## src/rtl/rom_arb_pkg.sv

```systemverilog
// rom_arb_pkg: shared definitions for the ROM read arbiter.
//   - Default ROM geometry (address width, word width, depth).
//   - FSM state encoding used by rom_read_arbiter.
package rom_arb_pkg;

    // Default geometry of the shared ROM (8 entries x 8 bits).
    localparam int unsigned ROM_ADDR_W = 3;
    localparam int unsigned ROM_DATA_W = 8;
    localparam int unsigned ROM_DEPTH  = 2 ** ROM_ADDR_W;

    // IDLE: arbitrating between requesters.
    // BURST: stepping through consecutive ROM addresses for the owner.
    typedef enum logic {
        IDLE  = 1'b0,
        BURST = 1'b1
    } state_e;

endpackage

```

## src/rtl/rr_arbiter.sv

```systemverilog
// rr_arbiter: combinational round-robin pick.
//
// Search order starts at last_grant+1 and wraps, so the most recently served
// requester has the lowest priority on the next pick.
//
// Ports:
//   req        in  NUM_REQ  pending requests
//   last_grant in  ID_W     index granted most recently
//   grant      out NUM_REQ  one-hot grant (all-zero when no request)
//   grant_idx  out ID_W     encoded index of grant (0 when no request)
module rr_arbiter #(
    parameter int unsigned NUM_REQ = 2,
    parameter int unsigned ID_W    = $clog2(NUM_REQ)
) (
    input  logic [NUM_REQ-1:0] req,
    input  logic [ID_W-1:0]    last_grant,
    output logic [NUM_REQ-1:0] grant,
    output logic [ID_W-1:0]    grant_idx
);

    int unsigned idx;
    logic        found;

    always_comb begin
        grant     = '0;
        grant_idx = '0;
        found     = 1'b0;
        idx       = 0;
        // Offsets 1..NUM_REQ visit every requester once, ending on last_grant.
        for (int unsigned off = 1; off <= NUM_REQ; off++) begin
            idx = (32'(last_grant) + off) % NUM_REQ;
            if (!found && req[ID_W'(idx)]) begin
                grant[ID_W'(idx)] = 1'b1;
                grant_idx         = ID_W'(idx);
                found             = 1'b1;
            end
        end
    end

endmodule

```

## src/rtl/rom_read_arbiter.sv

```systemverilog
// rom_read_arbiter: round-robin arbiter and burst sequencer in front of a
// small combinational ROM.
//
// A requester posts a start address and a length (beats minus one). Once
// granted, the block walks consecutive ROM addresses (wrapping mod DEPTH) and
// returns one registered data beat per cycle, tagged with the owner's ID and
// a last-beat flag. One IDLE cycle separates consecutive bursts.
//
// Ports:
//   clk        in  1               rising-edge clock
//   rst_n      in  1               asynchronous active-low reset
//   req_valid  in  NUM_REQ         per-requester request pending
//   req_addr   in  NUM_REQ*ADDR_W  start address, requester i at [i*ADDR_W +: ADDR_W]
//   req_len    in  NUM_REQ*ADDR_W  beats minus one, same slicing
//   req_ready  out NUM_REQ         one-hot grant, accept on valid & ready
//   rom_addr   out ADDR_W          registered ROM address
//   rom_data   in  DATA_W          combinational ROM word for rom_addr
//   rsp_valid  out 1               data beat valid (no backpressure)
//   rsp_id     out ID_W            owner of the beat
//   rsp_data   out DATA_W          registered ROM word
//   rsp_last   out 1               final beat of the burst
//   busy       out 1               high while a burst is in progress
module rom_read_arbiter
    import rom_arb_pkg::*;
#(
    parameter int unsigned NUM_REQ = 2,
    parameter int unsigned ADDR_W  = ROM_ADDR_W,
    parameter int unsigned DATA_W  = ROM_DATA_W,
    parameter int unsigned ID_W    = $clog2(NUM_REQ)
) (
    input  logic                      clk,
    input  logic                      rst_n,
    input  logic [NUM_REQ-1:0]        req_valid,
    input  logic [NUM_REQ*ADDR_W-1:0] req_addr,
    input  logic [NUM_REQ*ADDR_W-1:0] req_len,
    output logic [NUM_REQ-1:0]        req_ready,
    output logic [ADDR_W-1:0]         rom_addr,
    input  logic [DATA_W-1:0]         rom_data,
    output logic                      rsp_valid,
    output logic [ID_W-1:0]           rsp_id,
    output logic [DATA_W-1:0]         rsp_data,
    output logic                      rsp_last,
    output logic                      busy
);

    // ------------------------------------------------------------------
    // State
    // ------------------------------------------------------------------
    state_e              state_q,      state_d;
    logic [ADDR_W-1:0]   rom_addr_q,   rom_addr_d;
    logic [ADDR_W-1:0]   beat_cnt_q,   beat_cnt_d;
    logic [ID_W-1:0]     owner_q,      owner_d;
    logic [ID_W-1:0]     last_grant_q, last_grant_d;

    logic                rsp_valid_q,  rsp_valid_d;
    logic [ID_W-1:0]     rsp_id_q,     rsp_id_d;
    logic [DATA_W-1:0]   rsp_data_q,   rsp_data_d;
    logic                rsp_last_q,   rsp_last_d;

    // ------------------------------------------------------------------
    // Arbitration
    // ------------------------------------------------------------------
    logic [NUM_REQ-1:0]  grant;
    logic [ID_W-1:0]     grant_idx;

    rr_arbiter #(
        .NUM_REQ (NUM_REQ),
        .ID_W    (ID_W)
    ) u_rr_arbiter (
        .req        (req_valid),
        .last_grant (last_grant_q),
        .grant      (grant),
        .grant_idx  (grant_idx)
    );

    // Grants are only offered in IDLE; rst_n gating keeps req_ready low for
    // the whole reset pulse, not just after the flops settle.
    always_comb begin
        req_ready = '0;
        if (rst_n && (state_q == IDLE)) begin
            req_ready = grant;
        end
    end

    // ------------------------------------------------------------------
    // Next-state logic
    // ------------------------------------------------------------------
    always_comb begin
        state_d      = state_q;
        rom_addr_d   = rom_addr_q;
        beat_cnt_d   = beat_cnt_q;
        owner_d      = owner_q;
        last_grant_d = last_grant_q;
        rsp_valid_d  = 1'b0;
        rsp_id_d     = rsp_id_q;
        rsp_data_d   = rsp_data_q;
        rsp_last_d   = rsp_last_q;

        unique case (state_q)
            IDLE: begin
                // Accept edge: the winner's address and length are sampled
                // only here, so later changes on its inputs are ignored.
                if (|req_valid) begin
                    rom_addr_d   = req_addr[32'(grant_idx)*ADDR_W +: ADDR_W];
                    beat_cnt_d   = req_len[32'(grant_idx)*ADDR_W +: ADDR_W];
                    owner_d      = grant_idx;
                    last_grant_d = grant_idx;
                    state_d      = BURST;
                end
            end

            BURST: begin
                // Response stage registers the word for the current address.
                rsp_valid_d = 1'b1;
                rsp_data_d  = rom_data;
                rsp_id_d    = owner_q;
                rsp_last_d  = (beat_cnt_q == '0);

                if (beat_cnt_q == '0) begin
                    state_d = IDLE;
                end else begin
                    // ADDR_W-bit add wraps naturally at DEPTH.
                    rom_addr_d = rom_addr_q + ADDR_W'(1);
                    beat_cnt_d = beat_cnt_q - ADDR_W'(1);
                end
            end
        endcase
    end

    // ------------------------------------------------------------------
    // Registers
    // ------------------------------------------------------------------
    always_ff @(posedge clk or negedge rst_n) begin
        if (!rst_n) begin
            state_q      <= IDLE;
            rom_addr_q   <= '0;
            beat_cnt_q   <= '0;
            owner_q      <= '0;
            // Requester 0 is first in line after reset.
            last_grant_q <= ID_W'(NUM_REQ - 1);
            rsp_valid_q  <= 1'b0;
            rsp_id_q     <= '0;
            rsp_data_q   <= '0;
            rsp_last_q   <= 1'b0;
        end else begin
            state_q      <= state_d;
            rom_addr_q   <= rom_addr_d;
            beat_cnt_q   <= beat_cnt_d;
            owner_q      <= owner_d;
            last_grant_q <= last_grant_d;
            rsp_valid_q  <= rsp_valid_d;
            rsp_id_q     <= rsp_id_d;
            rsp_data_q   <= rsp_data_d;
            rsp_last_q   <= rsp_last_d;
        end
    end

    // ------------------------------------------------------------------
    // Outputs
    // ------------------------------------------------------------------
    assign rom_addr  = rom_addr_q;
    assign rsp_valid = rsp_valid_q;
    assign rsp_id    = rsp_id_q;
    assign rsp_data  = rsp_data_q;
    assign rsp_last  = rsp_last_q;
    assign busy      = (state_q == BURST);

endmodule

```

## config.mk

```make
export PLATFORM = sky130hd
export DESIGN_NAME = rom_read_arbiter
export DESIGN_NICKNAME = d
export VERILOG_FILES = /design/src/rtl/rom_arb_pkg.sv /design/src/rtl/rr_arbiter.sv /design/src/rtl/rom_read_arbiter.sv
export SDC_FILE = /design/constraint.sdc
export NUM_CORES = 1
export LEC_CHECK = 0
export BUFFER_PORTS_ARGS = -buffer_cell sky130_fd_sc_hd__buf_2
export CAP_MARGIN = 15
export CORE_MARGIN = 2
export CORE_UTILIZATION = 42
export DETAILED_ROUTE_END_ITERATION = 10
export PLACE_DENSITY_LB_ADDON = 0.2
export SYNTH_ARGS = -nofsm -noshare
export SYNTH_HDL_FRONTEND = slang
export SYNTH_HIERARCHICAL = 1
export SYNTH_SLANG_ARGS = --single-unit
```

## constraint.sdc

```tcl
create_clock -name clk -period 1.3 [get_ports clk]
set_input_delay 0.26 -clock clk [delete_from_list [all_inputs] [get_ports clk]]
set_output_delay 0.26 -clock clk [all_outputs]
set_load 0.05 [all_outputs]
```

==> results.toml, run 1 <==
[status]
run_status = "finished, violations left"
failed_checks = "negative setup slack"

[critical_path]
crit_fanout = 3
start_kind = "flip-flop"
path_class = "flip-flop to primary output"
rr_worst_depth = 6
crit_buf_inv = 2
crit_required_ps = 1040
reg2reg_slack_ps = -120
cp.arrival_ps = 1340
cpPeakStageDelay_ps = 570
r2r_start = "beat_cnt_q[1]$_DFFE_PN0P_"
crit_chain = "buf_4 > a21boi_2 > and3_4 > buf_8"
rr_endpoint = "beat_cnt_q[1]$_DFFE_PN0P_"
path_delay_family = "flip-flops"
critPathCaptureType = "primary output"
slowest_stage = "dfstp_2"

[worst_hold_path]
hold-path-cell-count = 2
hold_start = "rom_data[7]"
hp-class = "input pin to flip-flop"
min_to = "rsp_data[7]$_DFFE_PN0P_"

[pwr]
pwr-share-comb = 0.610
power.density_nw_per_um2 = 2560
power.switching_mw = 1.75
pwr-share-seq = 0.266
switching_share = 0.432
intPower_mw = 2.29
p_leak_nw = 0.738
peakVddDrop_uv = 1870
clock_power_share = 0.124

[placed_design]
hpwlAfterDp_mm = 1.60
place.gp.congestion = 0.711
dpl.cell_count = 165
io_buffers = 40
pre_cts_slack_ps = -206

[synthesis]
synth_area_leader_cell = "dfrtp_1"
ys_seq_area_frac = 0.498
syn-num-nets = 118
syn_area_um2 = 1010
synthCells = 91
synthTopCellsByArea = "dfrtp_1 47%, mux2_2 11%, a211oi_1 4.5%"
async_reset_ff_frac = 1.00
synth_edf_count = 0
synth.avg_cell_area_um2 = 11.1
synth.distinct_cells = 28
synth_warnings = 6
ys_ff_latch = 20
ys.flop_type = "dfrtp_1"
synth.most_common_cell = "dfrtp_1"
synth_top_area_share = 0.472
synth_common_cells = "19 x dfrtp_1, 10 x mux2_2, 7 x nor2b_1, 7 x o21ai_0, 6 x a211oi_1"

[global_routing]
antenna_found_initial = 0
grt_max_degree = 21
grt_pass1_wl_mm = 3.82
track_usage = 0.192
grt_overflow = 0
first_global_vias = 821

[die]
start_util = 0.451
die_area_um2 = 2810
die_x_um = 53.0
rows = 17
ioPinCount = 41
die_h_um = 53.0
coreArea_um2 = 2230

[routing]
wl_per_cell_um = 14.0
routed_wl_mm = 2.46
via_per_inst = 5.10
drcViolationCount = 0
drtAntennaViolNets = 0
num_vias = 897
dr.pass1.iters = 4
drtIter0Drc = 8

[clock_network]
cts_sinks = 20
clkTransAtPathRegs_ps = 120
cts_buffer_depth = 2
worstSkewPairLatency_ps = 290
cts_made_buffers = 3
tritoncts = "done"
cts_root_buffer = "clkbuf_4"
h-tree-depth = 1

[final_layout]
fin_cells = 176
layout-drive-gt1-share = 0.669
area_growth_pct = 56.6
fin_nets = 176
n_antenna_cell = 0
multi_input_area_um2 = 553
regArea_um2 = 505
final.fill_count = 172

[timing]
hold_viol = 0
timing.fmax_ghz = 0.626
finalSetupViolCount = 8
slew_headroom = 0.824
timing.final.crit_share = 1.23
rsz0062_at_grt = "yes"
fin_worst_skew_ps = 3.16
slew_viol_final = 0
setup_slack_ps = -296
tightest_slew_ps = 264
period_minus_slack_ps = 1600

[flow_run]
max-cap-violations = 0
-- flip-flops by register name (all words and copies together) (netlist names) --
register and count:
rsp_last 1, rom_addr 3, rsp_valid 1, owner_q 1, last_grant_q 1, busy 1, beat_cnt_q 3, rsp_data 8
rsp_id 1
-- kinds of logic after synthesis --
group           Yosys count  share of synthesized area
buf+inv                  11                     0.0534
flops                    20                      0.498
simple gates             18                     0.0969
mux                      13                      0.143
fa+ha+maj                 3                     0.0373
xor+xnor                  2                     0.0174
compound gates           24                      0.154
-- stage by stage --
step	hold slack (ps)	total power, mW	utilization	TNS (ps)	cell area [um^2]
6_report	192	4.04	0.706	-897	1580
3_5_place_dp	276	3.12	0.601	-755	1340
4_1_cts	185	3.95	0.695	-844	1550
3_3_place_gp	268	3.05	0.601	-379	1340
2_1_floorplan	-35.6	2.59	-	-460	1060
5_1_grt	175	4.28	0.706	-1260	1580
-- final cells by class --
type | instances | share of cell area
sequential | 20 | 0.320
tap | 28 | 0.0222
clock inverter | 1 | 0.0190
inverter | 5 | 0.0135
timing repair buffer | 59 | 0.260
multi-input combinational | 60 | 0.351
clock buffer | 3 | 0.0143
-- how the worst max path moves through the flow --
stage / cells after the start / slack [ps] / start / to
floorplan: 4 / -100 / busy$_DFF_PN0_ / rom_addr[2]$_DFFE_PN0P_
global placement: 6 / -110 / beat_cnt_q[1]$_DFFE_PN0P_ / beat_cnt_q[1]$_DFFE_PN0P_
detailed placement: 6 / -210 / beat_cnt_q[1]$_DFFE_PN0P_ / beat_cnt_q[1]$_DFFE_PN0P_
CTS: 4 / -310 / last_grant_q$_DFFE_PN1P_ / req_ready[0]
global route: 4 / -330 / last_grant_q$_DFFE_PN1P_ / req_ready[1]
finish: 4 / -300 / last_grant_q$_DFFE_PN1P_ / req_ready[1]
-- cell usage in the layout (no fill, tap or decap), types with 2 or more instances in the layout --
cell	n
buf_2	34
dfrtp_1	16
buf_4	12
mux2_2	10
o21ai_0	7
clkbuf_4	6
buf_6	6
nor2_1	4
nor2b_1	4
a211oi_2	4
o22ai_1	4
inv_2	3
dfrtp_2	3
a21boi_2	3
and3_4	2
nor2b_2	2
mux2i_1	2
a211oi_1	2
nand2_1	2
ha_4	2
buf_8	2
-- layer usage --
metal	wire, um	track usage	up-vias
met1	1070	0.244	426
met5	0	0	-
met3	97	0.0311	4
li1	-	-	439
met2	1280	0.338	28
met4	12	0.0470	0
-- worst reg2reg max path, delay by kind of cell, from the launching register on --
kind | cells | cell delay (ps)
adder cells (fa/ha/maj) | 1 | 140
flip-flops | 1 | 420
AND/OR/NAND/NOR | 1 | 190
buffers and inverters | 2 | 220
AO/OA/AOI/OAI | 1 | 100
multiplexers | 1 | 300
-- power by group through the flow --
stage               registers, mW  clock network, mW  logic [mW]
floorplan                    1.62                  0       0.979
global placement             1.06                  0        1.99
detailed placement           1.07                  0        2.04
CTS                          1.08              0.509        2.36
global route                 1.11              0.537        2.63
finish                       1.08              0.502        2.46
-- timing repair --
| item | CTS | global route |
|---|---|---|
| gates resized for setup | 31 | 9 |
| cloned | 1 | 0 |
| pin swaps | 9 | 3 |
| setup endpoints to repair | 8 | 13 |
| endpoints found under the hold margin | 19 | 0 |
| buffers inserted | 4 | 2 |
| hold buffers | 1 | 0 |
No activity file was read; power rests on OpenSTA's default activity.
==> inputs of run 2 (changes only) <==
--- a/config.mk
+++ b/config.mk
@@ -5,6 +5,7 @@
 export SDC_FILE = /design/constraint.sdc
 export NUM_CORES = 1
 export LEC_CHECK = 0
+export ABC_AREA = 1
 export BUFFER_PORTS_ARGS = -buffer_cell sky130_fd_sc_hd__buf_2
 export CAP_MARGIN = 15
 export CORE_MARGIN = 2
==> run 2 against run 1 <==
- the run still ends with negative setup slack left
- clock power is essentially flat
- critical path depth is the same
- power grew 1.7%
- utilization shrank 6.9 points
- sequential share of layout area grew 3.2 points
- sequential power grew 7%
- largest cell class is now flip-flops and latches
- register-to-register slack is essentially flat
- global-route usage grew 0.079 points
==> results.toml, run 2 <==
[synthesis]
ys_ff_latch = 20
syn_area_um2 = 1020
synth_warnings = 6
synth.most_common_cell = "nand2_1"
ys_seq_area_frac = 0.490
synth_edf_count = 0
synth.avg_cell_area_um2 = 7.81
synthCells = 131
synthTopCellsByArea = "dfrtp_1 46%, nand2_1 23%, nand3_1 8.8%"
syn-num-nets = 158
synth_top_area_share = 0.465
ys.flop_type = "dfrtp_1"
synth_area_leader_cell = "dfrtp_1"
synth.distinct_cells = 17
synth_common_cells = "64 x nand2_1, 19 x dfrtp_1, 18 x nand3_1, 12 x inv_1, 3 x ha_1"
async_reset_ff_frac = 1.00

[critical_path]
r2r_start = "last_grant_q$_DFFE_PN1P_"
rr_worst_depth = 9
cp-endpoint = "req_ready[0]"
start_kind = "flip-flop"
path_class = "flip-flop to primary output"
critPathCaptureType = "primary output"
crit_fanout = 3
cp.arrival_ps = 1280
critPathLaunch = "last_grant_q$_DFFE_PN1P_"
crit_required_ps = 1040
rr_endpoint = "beat_cnt_q[2]$_DFFE_PN0P_"
reg2reg_slack_ps = -110

[timing]
hold_viol = 0
fin_tns_setup_ps = -932
hold_ws_ps = 161
timing.fmax_ghz = 0.648
slew_viol_final = 0
tightest_slew_ps = 336
finalSetupViolCount = 11
rsz0062_at_grt = "yes"
fin_worst_skew_ps = 4.53
period_minus_slack_ps = 1540
slew_headroom = 0.775
timing.final.crit_share = 1.19
setup_slack_ps = -244

[clock_network]
cts_root_buffer = "clkbuf_4"
cts_buffer_depth = 2
clkTransAtPathRegs_ps = 120
cts_sinks = 20
worstSkewPairLatency_ps = 290
cts_made_buffers = 3
tritoncts = "done"
h-tree-depth = 1

[routing]
dr.pass1.iters = 4
via_per_inst = 4.78
wl_met2_mm = 1.20
highest_layer = "met4"
routed_wl_mm = 2.35
wl_met1_mm = 1.04
num_vias = 998
met3_length_um = 88
drtAntennaViolNets = 0
drcViolationCount = 0
wl_per_cell_um = 11.2
drtIter0Drc = 7

[final_layout]
area_growth_pct = 40.3
largest_reg_flops = 8
final_cell_mix = "62 x nand2_1, 37 x buf_2, 16 x nand3_1, 16 x dfrtp_1, 11 x inv_1"
n_antenna_cell = 0
final.fill_count = 213
layout_commonest_cell = "nand2_1"
fin_nets = 209
layout-drive-gt1-share = 0.370

[pwr]
power.density_nw_per_um2 = 2860
power_mw = 4.11
p_leak_nw = 0.820
peakVddDrop_uv = 1950

[flow_run]
max-cap-violations = 0

[die]
die_x_um = 53.4
die_area_um2 = 2850
rows = 17
die_h_um = 53.4
coreArea_um2 = 2250
start_util = 0.454
ioPinCount = 41

[status]
failed_checks = "negative setup slack"
run_status = "finished, violations left"

[global_routing]
grt_max_degree = 21
grt_overflow = 0
first_global_vias = 936
grt_pass1_wl_mm = 3.93
track_usage = 0.192
antenna_found_initial = 0

[placed_design]
place.gp.congestion = 0.766
hpwlAfterDp_mm = 1.67
io_buffers = 40

[worst_hold_path]
hp-class = "input pin to flip-flop"
## run 2: layer usage
metal | vias to the layer above | global-route usage
met5 | - | 0
met4 | 0 | 0.0598
met3 | 2 | 0.0254
met2 | 20 | 0.329
met1 | 471 | 0.249
li1 | 505 | -
## run 2: worst min path at each step
stage | start | endpoint | slack [ps] | cells past startpoint
3_3_place_gp | rst_n | owner_q$_DFFE_PN0P_ | 260 | 2
6_report | rom_data[0] | rsp_data[0]$_DFFE_PN0P_ | 160 | 3
3_5_place_dp | rst_n | owner_q$_DFFE_PN0P_ | 270 | 2
4_1_cts | rom_data[0] | rsp_data[0]$_DFFE_PN0P_ | 150 | 3
5_1_grt | rom_data[6] | rsp_data[6]$_DFFE_PN0P_ | 160 | 3
2_1_floorplan | rst_n | beat_cnt_q[0]$_DFFE_PN0P_ | -40 | 0
## run 2: layout make-up
| type | instances | area [um^2] | area share |
|---|---|---|---|
| Inverter | 13 | 56.3 | 0.0392 |
| Tap cell | 28 | 35.0 | 0.0244 |
| Clock buffer | 3 | 22.5 | 0.0157 |
| Clock inverter | 1 | 30.0 | 0.0209 |
| Sequential cell | 20 | 505 | 0.352 |
| Multi-Input combinational cell | 95 | 469 | 0.327 |
| Timing Repair Buffer | 49 | 318 | 0.221 |
## run 2: cells by family (layout without fill, tap and decap cells)
kind of cell	count (synthesis)	in the layout	share of synthesized area
and+or+nand+nor	88	88	0.364
DFF	20	20	0.490
buffers and inverters	16	66	0.0758
AOI/OAI and AO/OA	4	4	0.0330
adders and majority gates	3	3	0.0367
## run 2: critical path: stages (launching register included)
cell	delay, ps
dfstp_2	560
nand2_1	50
nand2_1	60
and3_4	180
buf_8	140
## run 2: power breakdown
part / internal (mW) / leakage (nW) / total, mW / switching (mW)
logic: 0.785 / 0.558 / 2.45 / 1.67
registers: 0.946 / 0.235 / 1.16 / 0.209
clock network: 0.311 / 0.0279 / 0.501 / 0.190
## run 2: stage by stage
stage	cell area [um^2]	instances	setup slack, ps	util
after global placement	1280	201	4.83	0.570
after detailed placement	1280	201	0.868	0.570
after floorplan	1040	131	-113	-
after CTS	1420	209	-229	0.630
after global routing	1440	209	-285	0.637
final	1440	209	-244	0.637
## run 2: timing repair
item,in CTS,in global routing
hold buffers,1,0
pin swaps,6,3
cloned,0,0
gates resized for setup,14,5
endpoints found under the setup margin,3,11
endpoints found under the hold margin,19,0
buffers inserted,3,0
==> inputs of run 3 (changes only) <==
--- a/config.mk
+++ b/config.mk
@@ -6,7 +6,7 @@
 export NUM_CORES = 1
 export LEC_CHECK = 0
 export ABC_AREA = 1
-export BUFFER_PORTS_ARGS = -buffer_cell sky130_fd_sc_hd__buf_2
+export BUFFER_PORTS_ARGS = -buffer_cell sky130_fd_sc_hd__clkbuf_2
 export CAP_MARGIN = 15
 export CORE_MARGIN = 2
 export CORE_UTILIZATION = 42
==> run 3 against run 2 <==
- the run still ends with negative setup slack left
- global-route usage decreased by 0.23 points
- clock-buffer cell count increased by 1
- utilization increased by 2.0 points
- combinational power increased by 3%
- critical path type unchanged
- critical endpoint unchanged
- largest cell class unchanged
- highest routed layer unchanged
==> results.toml, run 3 (same netlist as run 2, synthesis figures left out) <==
[placed_design]
io_buffers = 40
hpwlAfterDp_mm = 1.71
place.gp.congestion = 0.774
postPlaceCellArea_um2 = 1290

[status]
failed_checks = "negative setup slack"
run_status = "finished, violations left"

[routing]
drtAntennaViolNets = 0
dr.pass1.iters = 4
drtIter0Drc = 23
routed_wl_mm = 2.41
num_vias = 1002
via_per_inst = 4.77
wl_per_cell_um = 11.5
drcViolationCount = 0

[pwr]
switching_share = 0.518
peakVddDrop_uv = 2090
pwr-share-comb = 0.625
power.switching_mw = 2.09
intPower_mw = 1.95
pwr-share-seq = 0.287
clock_power_share = 0.088
power_mw = 4.04
p_leak_nw = 0.842
power.density_nw_per_um2 = 2730

[die]
die_h_um = 53.4
rows = 17
start_util = 0.454
ioPinCount = 41
die_x_um = 53.4
coreArea_um2 = 2250
die_area_um2 = 2850

[critical_path]
slowest_stage = "dfstp_2"
start_kind = "flip-flop"
crit_chain = "nand2_1 > nand2_1 > and3_4 > clkbuf_16"
rr_endpoint = "rom_addr[2]$_DFFE_PN0P_"
crit_required_ps = 1040
r2r_start = "last_grant_q$_DFFE_PN1P_"
crit_fanout = 3
reg2reg_slack_ps = -20
rr_worst_depth = 9
path_common_cell = "nand2_1"
path_class = "flip-flop to primary output"
cp.arrival_ps = 1310
critPathCaptureType = "primary output"
cpPeakStageDelay_ps = 560

[final_layout]
fin_nets = 210
layout-drive-gt1-share = 0.401
layout_commonest_cell = "nand2_1"
area_growth_pct = 44.7
stdcell_area_um2 = 1480
largest_reg_flops = 8
n_antenna_cell = 0
final_cell_mix = "59 x nand2_1, 35 x clkbuf_2, 16 x dfrtp_1"

[clock_network]
tritoncts = "done"
cts_root_buffer = "clkbuf_4"
cts_buffer_depth = 2
h-tree-depth = 1
clkTransAtPathRegs_ps = 110
worstSkewPairLatency_ps = 300
cts_sinks = 20
cts_made_buffers = 3

[global_routing]
first_global_vias = 886
grt_max_degree = 20
grt_pass1_wl_mm = 3.87
track_usage = 0.190
grt_overflow = 0
antenna_found_initial = 0

[timing]
setup_slack_ps = -269
period_minus_slack_ps = 1570
slew_viol_final = 0
timing.final.crit_share = 1.21
timing.fmax_ghz = 0.637
finalSetupViolCount = 7
slew_headroom = 0.781
fin_worst_skew_ps = 8.29
hold_viol = 0
tightest_slew_ps = 327
rsz0062_at_grt = "yes"

[worst_hold_path]
hp-class = "input pin to flip-flop"
min_to = "rsp_data[5]$_DFFE_PN0P_"
hold-path-cell-count = 3
hold_start = "rom_data[5]"

[flow_run]
max-cap-violations = 0
==> run 3: changes by cell type in the layout (fill, tap and decap cells not counted), sizes merged <==
| cell | delta |
|---|---|
| buf | -37 |
| bufinv | -1 |
| clkbuf | +39 |
==> run 3: stage by stage <==
step / cells / util / setup slack, ps / hold WS [ps] / setup TNS (ps)
after floorplan: 131 / - / -113 / -35.6 / -160
after global placement: 202 / 0.573 / -9.16 / 228 / -9.16
after detailed placement: 202 / 0.573 / -39.8 / 232 / -39.8
after CTS: 209 / 0.634 / -273 / 154 / -519
after global routing: 210 / 0.657 / -328 / 144 / -1120
final: 210 / 0.657 / -269 / 154 / -559
==> run 3: layout make-up <==
cell class              instances  area (um^2)
well taps                      28         35.0
clock buffers                   4         36.3
multi-input cells              95          490
inverters                      13         56.3
repair buffers                 50          358
fillers                       199          773
flip-flops and latches         20          505
==> run 3: how the worst max path moves through the flow <==
stage	startpoint	endpoint	depth (start not counted)
2_1_floorplan	busy$_DFF_PN0_	req_ready[0]	4
3_3_place_gp	last_grant_q$_DFFE_PN1P_	req_ready[0]	4
3_5_place_dp	last_grant_q$_DFFE_PN1P_	req_ready[0]	4
4_1_cts	last_grant_q$_DFFE_PN1P_	req_ready[0]	4
5_1_grt	last_grant_q$_DFFE_PN1P_	req_ready[0]	4
6_report	last_grant_q$_DFFE_PN1P_	req_ready[0]	4
==> run 3: power groups by stage <==
stage               clock (mW)  sequential (mW)  combinational [mW]
global placement             0             1.15                2.22
finish                   0.354             1.16                2.53
CTS                      0.358             1.16                2.46
floorplan                    0             1.90               0.999
detailed placement           0             1.17                2.28
global route             0.395             1.20                2.76
==> run 3: routing by layer <==
metal / vias to the layer above / GRT usage / share of wire
met4: 0 / 0.0385 / 0.0054
met1: 471 / 0.233 / 0.43
li1: 511 / - / -
met3: 2 / 0.0508 / 0.040
met5: - / 0 / 0
met2: 18 / 0.331 / 0.52
==> run 3: critical path, delay by kind of cell, from the launching register on <==
| kind | cells | cell delay (ps) |
|---|---|---|
| simple gates | 3 | 300 |
| buf+inv | 1 | 150 |
| flops | 1 | 560 |
==> run 3: timing repair <==
item / 4_1_cts / 5_1_grt
gates resized for setup: 14 / 14
hold buffers: 1 / 0
endpoints found under the setup margin: 4 / 11
endpoints found under the hold margin: 20 / 0
setup buffers: 2 / 1
pin swaps: 2 / 5
